===== config.mk =====
export PLATFORM = sky130hd
export DESIGN_NAME = smart_reset_ctrl
export DESIGN_NICKNAME = d
export VERILOG_FILES = /design/src/rtl/smart_reset_ctrl.sv
export SDC_FILE = /design/constraint.sdc
export NUM_CORES = 1
export LEC_CHECK = 0
export CAP_MARGIN = 20
export CELL_PAD_IN_SITES_DETAIL_PLACEMENT = 1
export CELL_PAD_IN_SITES_GLOBAL_PLACEMENT = 1
export CORE_MARGIN = 4
export CORE_UTILIZATION = 33
export CTS_CLUSTER_SIZE = 25
export DETAILED_ROUTE_END_ITERATION = 8
export GPL_TIMING_DRIVEN = 1
export MAX_ROUTING_LAYER = met4
export PLACE_DENSITY_LB_ADDON = 0.1
export SETUP_SLACK_MARGIN = 0.05
export SYNTH_ARGS = -nofsm -noshare
export SYNTH_HDL_FRONTEND = slang
export SYNTH_SLANG_ARGS = --single-unit

===== constraint.sdc =====
create_clock -name mclk -period 2.35 [get_ports mclk]
set_input_delay 0.3525 -clock mclk [delete_from_list [all_inputs] [get_ports mclk]]
set_output_delay 0.3525 -clock mclk [all_outputs]
set_load 0.05 [all_outputs]

===== src/rtl/smart_reset_ctrl.sv =====
// smart_reset_ctrl: SMART trusted-code entry sequencer and fixed-length violation reset.
// Optional trusted-code residence watchdog is compiled in with SMART_WATCHDOG_EN.
module smart_reset_ctrl #(
   parameter logic [15:0] LOW_CODE        = 16'h0200,
   parameter logic [15:0] HIGH_CODE       = 16'h02FF,
   parameter int unsigned HOLD_CYCLES     = 16,
   parameter int unsigned MAX_SAFE_CYCLES = 1024,
   parameter int unsigned CNT_W           = 8
) (
   input  logic             mclk,
   input  logic             puc_rst,
   input  logic [15:0]      ins_addr,
   input  logic             viol_req,
   input  logic             disable_debug,
   output logic             sys_rst,
   output logic             in_code,
   output logic [1:0]       viol_cause,
   output logic [CNT_W-1:0] viol_count
);

   localparam int unsigned     HW        = (HOLD_CYCLES > 1) ? $clog2(HOLD_CYCLES) : 1;
   localparam logic [HW-1:0]   HOLD_LOAD = HW'(HOLD_CYCLES - 1);
   localparam logic [1:0]      CAUSE_ACCESS = 2'd1;
   localparam logic [1:0]      CAUSE_ENTRY  = 2'd2;

   typedef enum logic [1:0] {IDLE, IN_CODE, HOLD} state_t;

   state_t           state, state_nx;
   logic [HW-1:0]    hold_cnt, hold_nx;
   logic             trig;
   logic [1:0]       trig_cause;
   logic             in_window, at_entry;
   logic             sys_rst_nx, in_code_nx;
   logic [1:0]       cause_nx;
   logic [CNT_W-1:0] count_nx;

`ifdef SMART_WATCHDOG_EN
   localparam int unsigned   WW         = $clog2(MAX_SAFE_CYCLES);
   localparam logic [WW-1:0] WDOG_LAST  = WW'(MAX_SAFE_CYCLES - 1);
   localparam logic [1:0]    CAUSE_WDOG = 2'd3;
   logic [WW-1:0] wdog_cnt, wdog_nx;
`else
   // Watchdog limit has no consumer when the watchdog is compiled out.
   logic [31:0] unused_max_safe;
   assign unused_max_safe = MAX_SAFE_CYCLES;
`endif

   assign in_window = (ins_addr >= LOW_CODE) && (ins_addr <= HIGH_CODE);
   assign at_entry  = (ins_addr == LOW_CODE);

   always_ff @(posedge mclk) begin
      if (puc_rst) begin
         state      <= IDLE;
         hold_cnt   <= '0;
         sys_rst    <= 1'b0;
         in_code    <= 1'b0;
         viol_cause <= '0;
         viol_count <= '0;
`ifdef SMART_WATCHDOG_EN
         wdog_cnt   <= '0;
`endif
      end else begin
         state      <= state_nx;
         hold_cnt   <= hold_nx;
         sys_rst    <= sys_rst_nx;
         in_code    <= in_code_nx;
         viol_cause <= cause_nx;
         viol_count <= count_nx;
`ifdef SMART_WATCHDOG_EN
         wdog_cnt   <= wdog_nx;
`endif
      end
   end

   always_comb begin
      state_nx   = state;
      hold_nx    = hold_cnt;
      trig       = 1'b0;
      trig_cause = '0;
`ifdef SMART_WATCHDOG_EN
      wdog_nx    = wdog_cnt;
`endif
      case (state)
         IDLE: begin
            if (viol_req) begin
               trig       = 1'b1;
               trig_cause = CAUSE_ACCESS;
            end else if (in_window && !at_entry) begin
               trig       = 1'b1;
               trig_cause = CAUSE_ENTRY;
            end else if (at_entry) begin
               state_nx = IN_CODE;
`ifdef SMART_WATCHDOG_EN
               wdog_nx  = '0;
`endif
            end
         end
         IN_CODE: begin
            // viol_req is deliberately ignored: trusted code may touch protected data.
            if (!in_window) begin
               state_nx = IDLE;
            end
`ifdef SMART_WATCHDOG_EN
            else if (wdog_cnt == WDOG_LAST) begin
               trig       = 1'b1;
               trig_cause = CAUSE_WDOG;
            end else begin
               wdog_nx = wdog_cnt + 1'b1;
            end
`endif
         end
         HOLD: begin
            if (hold_cnt == '0) state_nx = IDLE;
            else                hold_nx  = hold_cnt - 1'b1;
         end
         default: state_nx = IDLE;
      endcase
      if (trig) begin
         state_nx = HOLD;
         hold_nx  = HOLD_LOAD;
      end
   end

   // Outputs are registered from the next state so they track the state register.
   always_comb begin
      sys_rst_nx = (state_nx == HOLD) && !disable_debug;
      in_code_nx = (state_nx == IN_CODE);
      cause_nx   = viol_cause;
      count_nx   = viol_count;
      if (trig) begin
         cause_nx = trig_cause;
         if (viol_count != '1) count_nx = viol_count + 1'b1;
      end
   end

endmodule


==> flow_summary_export.csv, run 1 <==
group,metric,value,unit
logic_synthesis,syn_inst,117,
route,antenna_left,0,
pwr,clockPowerShare,23.4,%
pwr,powerDensity,453,nW/um^2
logic_synthesis,postSynth.asyncResetShare,0,%
pwr,peakVddDrop,0.272,mV
place,hpwl,2.27,mm
pwr,p_seq_share,51.4,%
logic_synthesis,syn_area,1040,sq um
logic_synthesis,ys_ff_latch,18,
logic_synthesis,ys.warnings.count,0,
logic_synthesis,synth.most_common_cell,"dfxtp_1",
logic_synthesis,netlist.area_leader.share,34.8,%
route,drc_errors,0,
job,cap_violations,0,
logic_synthesis,ys_seq_area_share,34.8,%
finish,final_area,1460,sq um
route,via_count,998,
pwr,power_switching,195,uW
status,status,"finished, final reports clean",
route,viasPerCell,5.04,
clock_tree,clockBufferDepth,2,
global_routing,first_global_vias,1066,
floorplanning,die_area,4100,sq um
floorplanning,die_x,64.0,um
logic_synthesis,ys_types,38,
setup_path,cp.required,2530,ps
route,drt_pass1_iterations,4,
timing,worst_pin_slew,502,ps
global_routing,grt_max_degree,17,
clock_tree,htree_levels,1,
logic_synthesis,synth_top_area_cell,"dfxtp_1",
global_routing,grt-ovfl-total,0,
floorplanning,die_h,64.0,um
clock_tree,cts-resized-gates,0,
floorplanning,initial_core_util,34.2,%
pwr,combinationalPowerShare,25.2,%
finish,n_antenna_cell,0,
global_routing,antenna_found_initial,0,
pwr,switching_share,29.6,%
place,io_buffers,31,
pwr,intPower,465,uW
timing,relSlewSlack,66.4,%
setup_path,crit_path_end_kind,"flip-flop",
floorplanning,rows,20,
timing,fin_crit,1980,ps
setup_path,critPathKind,"input port to flip-flop",
timing,maxSlewViolCount,0,
min_path,hold_class,"flip-flop to flip-flop",
floorplanning,core,3030,sq um
clock_tree,hold_buffers,0,
clock_tree,numCtsBuffers,3,
timing,final.period_utilization,84.1,%
global_routing,gr-usage-all-layers,15.0,%
logic_synthesis,synth_edf_count,0,
logic_synthesis,synth.top_cells.by_count,"18 x dfxtp_1, 10 x a21oi_1, 8 x nand3_1, 8 x nor2b_1",
pwr,p_leak,0.529,nW
timing,max_freq,506,MHz
route,first_iter_violations,50,
setup_path,regToRegSetupSlack,500,ps
floorplanning,ios,32,
timing,rsz0062_at_grt,"no",
timing,fin_worst_skew,8.01,ps
timing,tns,0,ps
timing,finalHoldViolations,0,
clock_tree,path_clk_slew,110,ps
place,dpl_cell_area,1440,sq um
finish,layout.nets,178,
place,place.gp.congestion,0.755,
clock_tree,ctsRootBufferMaster,"clkbuf_4",
finish,drive_above_1_share,13.0,%
logic_synthesis,avgSynthCellArea,8.85,sq um
logic_synthesis,synth_nets,139,
timing,setup_viol,0,
clock_tree,clock-sinks,18,
global_routing,grt_pass1_wl,4.69,mm
setup_path,cp-start-kind,"input port",
finish,nFillCells,365,
route,avgRoutedWirePerCell,14.1,um
clock_tree,cts_tree,"built",
clock_tree,post_cts_buffers,0,
setup_path,critPathMaxFanout,5,
logic_synthesis,synth_area_leaders,"dfxtp_1 35%, a21oi_1 4.8%, nor2b_1 4.8%",
route,wirelength,2.80,mm
clock_tree,clk_latency,290,ps
setup_path,arrival,2160,ps
finish,area_delta_synth_final,40.7,%
logic_synthesis,ys.flop_type,"dfxtp_1",
## cells by family (layout without fill, tap and decap cells)
kind of cell | after synthesis | count (layout) | share of synthesized area (%)
adder cells (fa/ha/maj) | 2 | 2 | 2.42
AND/OR/NAND/NOR | 63 | 63 | 39.9
XOR/XNOR | 2 | 2 | 1.69
multiplexers | 6 | 6 | 6.76
AO/OA/AOI/OAI | 19 | 19 | 12.0
buffers and inverters | 7 | 44 | 2.54
flip-flops | 18 | 18 | 34.8
## stage by stage
| step | setup slack [ps] | utilization [%] | cells | hold slack, ps | total power [mW] |
|---|---|---|---|---|---|
| after global placement | 90.5 | 47.4 | 195 | 476 | 0.506 |
| after floorplan | 428 | - | 117 | 431 | 0.440 |
| after detailed placement | 55.5 | 47.4 | 195 | 483 | 0.515 |
| after CTS | 382 | 48.1 | 198 | 501 | 0.676 |
| after global routing | 292 | 48.1 | 198 | 525 | 0.710 |
| final | 373 | 48.1 | 198 | 501 | 0.660 |
## cell type report
class,instances,area (sq um),share of cell area [%]
Clock buffer,3,22.5,1.55
Timing Repair Buffer,37,355,24.4
Tap cell,44,55.1,3.78
Multi-Input combinational cell,92,649,44.5
Sequential cell,18,360,24.7
Inverter,4,15.0,1.03
## power groups by stage
stage / Combinational [mW] / Sequential [mW] / Clock [mW]
finish: 0.166 / 0.339 / 0.154
global route: 0.181 / 0.342 / 0.186
CTS: 0.169 / 0.340 / 0.167
detailed placement: 0.168 / 0.347 / 0
global placement: 0.161 / 0.345 / 0
floorplan: 0.0754 / 0.364 / 0
## path summary, 6_finish.rpt
path,endpoint,depth (start not counted),start
setup reg to reg,viol_count[2],4,state[1]
hold reg to reg,viol_cause[0],2,viol_cause[0]
setup / recovery,viol_count[4],5,ins_addr[3]
hold / removal,viol_cause[0],2,viol_cause[0]
## routing by layer
metal	share of wire, %	track usage (%)
met5	0	-
met1	43	17.5
met4	0.75	4.85
met3	2.5	2.11
met2	54	26.2
## sequential cells by signal (all words and copies together) (netlist names)
name        count
viol_count      8
hold_cnt        4
state           2
viol_cause      2
in_code         1
sys_rst         1
## worst max-delay path, stage by stage
cell and delay (ps):
clkdlybuf4s50_1 400, or4_4 560, nor4_4 410, nor4_1 120, mux2_1 320
## cells in the final DEF, fill, tap and decap left out, drive strengths merged, types with 3 or more instances in the layout
master	n
clkbuf	3
o21ai	3
mux2	5
and3	3
buf	6
nor4	6
clkdlybuf4s50	31
nor2b	8
a21oi	11
nor3	8
or3	3
and4	3
nand2b	3
nor2	7
dfxtp	18
nand2	5
nand3	8
inv	4
(Power assumes the default switching activity.)
==> run 2: changes to the inputs <==
CORE_UTILIZATION = 30   (was 33)
clock period = 1.7 ns   (was 2.35 ns; I/O delays follow)
==> run 2 against run 1 <==
- cell count up 6.6%
- hold slack worse by 52 ps
- highest routed layer unchanged
- design area grew 11%
- flip-flop and latch count unchanged
==> flow_summary_export.csv, run 2 (synthesis results as in run 1) <==
group,metric,value,unit
timing,worst_pin_slew,390,ps
clock_tree,clk_latency,290,ps
timing,fin_worst_skew,6.11,ps
clock_tree,clock-sinks,18,
status,status,"finished, final reports clean",
floorplanning,ios,32,
timing,max_freq,613,MHz
timing,maxSlewViolCount,0,
route,first_iter_violations,79,
setup_path,cp.required,1890,ps
route,drc_errors,0,
setup_path,crit_path_end_kind,"flip-flop",
pwr,total_power,983,uW
floorplanning,initial_core_util,31.0,%
global_routing,grt-ovfl-total,0,
setup_path,critPathKind,"flip-flop to flip-flop",
place,place.gp.congestion,0.789,
place,dpl_cell_area,1480,sq um
finish,final_cell_mix,"26 x buf_4, 11 x dfxtp_1, 10 x a21oi_1, 8 x nand3_1, 8 x nor2b_1",
floorplanning,rows,21,
finish,final_common_cell,"buf_4",
global_routing,antenna_found_initial,0,
floorplanning,core,3340,sq um
clock_tree,path_clk_slew,110,ps
timing,relSlewSlack,73.9,%
route,drt_pass1_iterations,4,
finish,largest-register,"viol_count",
finish,largestRegisters,"viol_count x8, hold_cnt x4",
route,viasPerCell,5.04,
clock_tree,cts_tree,"built",
place,io_buffers,31,
global_routing,gr-usage-all-layers,15.7,%
setup_path,path_cells,"nor3b_4, nor4_4, buf_6, nor4_2, mux2_1",
global_routing,grt_pass1_wl,5.16,mm
pwr,powerDensity,605,nW/um^2
setup_path,cpPeakStageDelay,370,ps
floorplanning,die_area,4460,sq um
setup_path,cp-startpoint,"state[1]",
setup_path,cp_slowest_cell,"dfxtp_2",
setup_path,arrival,1820,ps
setup_path,critPathMaxFanout,5,
min_path,hp-start,"ins_addr[8]",
finish,area_delta_synth_final,56.8,%
finish,drive_above_1_share,35.2,%
timing,rsz0062_at_grt,"yes",
job,cap_violations,0,
place,place_inst,204,
pwr,peakVddDrop,0.307,mV
finish,instances_no_fill,211,
global_routing,grt_max_degree,12,
setup_path,cp-start-kind,"flip-flop",
clock_tree,ctsRootBufferMaster,"clkbuf_4",
clock_tree,htree_levels,1,
route,wirelength,3.11,mm
floorplanning,die_h,66.8,um
clock_tree,hold_buffers,0,
route,antenna_left,0,
timing,fin_crit,1630,ps
timing,finalHoldViolations,0,
clock_tree,numCtsBuffers,3,
finish,layout.nets,188,
finish,n_antenna_cell,0,
route,via_count,1064,
min_path,hold_class,"input port to flip-flop",
finish,final_area,1620,sq um
place,hpwl,2.31,mm
timing,setup_viol,0,
clock_tree,clockBufferDepth,2,
setup_path,rr_startpoint,"state[1]",
finish,largest_reg_flops,8,
floorplanning,die_x,66.8,um
route,avgRoutedWirePerCell,14.7,um
timing,final.period_utilization,95.9,%
global_routing,first_global_vias,1127,
pwr,p_leak,0.686,nW
run 2: changes by cell type in the layout (fill, tap and decap cells not counted), moves of 3 or more:
cell	delta
clkdlybuf4s50_1	-25
buf_4	+20
dfxtp_1	-7
dlygate4sd2_1	+7
dlymetal6s2s_1	+5
dfxtp_4	+4
dfxtp_2	+3
nor4_1	-3
run 2: per-stage QoR:
stage               hold slack (ps)  setup slack (ps)  utilization (%)  TNS (ps)
floorplan                       333              36.7                -         0
global placement                487              -441             44.5     -6240
detailed placement              506              -454             44.5     -6870
CTS                             487              33.0             47.7         0
global route                    492              15.1             48.7         0
finish                          449              69.2             48.7         0
run 2: worst max-delay path: cells and delay by family, from the launching register on:
kind	cells	cell delay, ps
mux	1	340
flops	1	370
simple gates	3	660
buf+inv	1	150
run 2: what timing repair did:
| item | 4_1_cts | 5_1_grt |
|---|---|---|
| gates resized for setup | 20 | 9 |
| endpoints found under the setup margin | 15 | 11 |
| pin swaps | 11 | 9 |
| buffers inserted | 3 | 0 |
run 2: worst paths after layout:
kind | endpoint | slack, ps | depth (start not counted)
max | viol_count[5] | 70 | 5
min | state[0] | 450 | 4
max reg2reg | viol_count[5] | 70 | 5
min reg2reg | viol_count[1] | 520 | 2
run 2: cell type report:
cell class              count  area, sq um
flip-flops and latches     18          379
inverters                   4         15.0
multi-input cells          92          724
fillers                   396         1710
repair buffers             47          412
well taps                  46         57.6
clock buffers               4         36.3
run 2: routing by layer:
metal  track usage [%]  wire length (um)  up-vias
li1                  -                 -      530
met2              28.5              1710        7
met1              17.2              1300      523
met4              5.08                37        0
met3              2.70                59        4
met5                 -                 0        -
run 2: power breakdown:
group	switching (mW)	internal, mW	total (mW)	leakage (nW)
sequential	0.0250	0.440	0.465	0.152
combinational	0.125	0.125	0.250	0.514
clock	0.137	0.131	0.268	0.0210
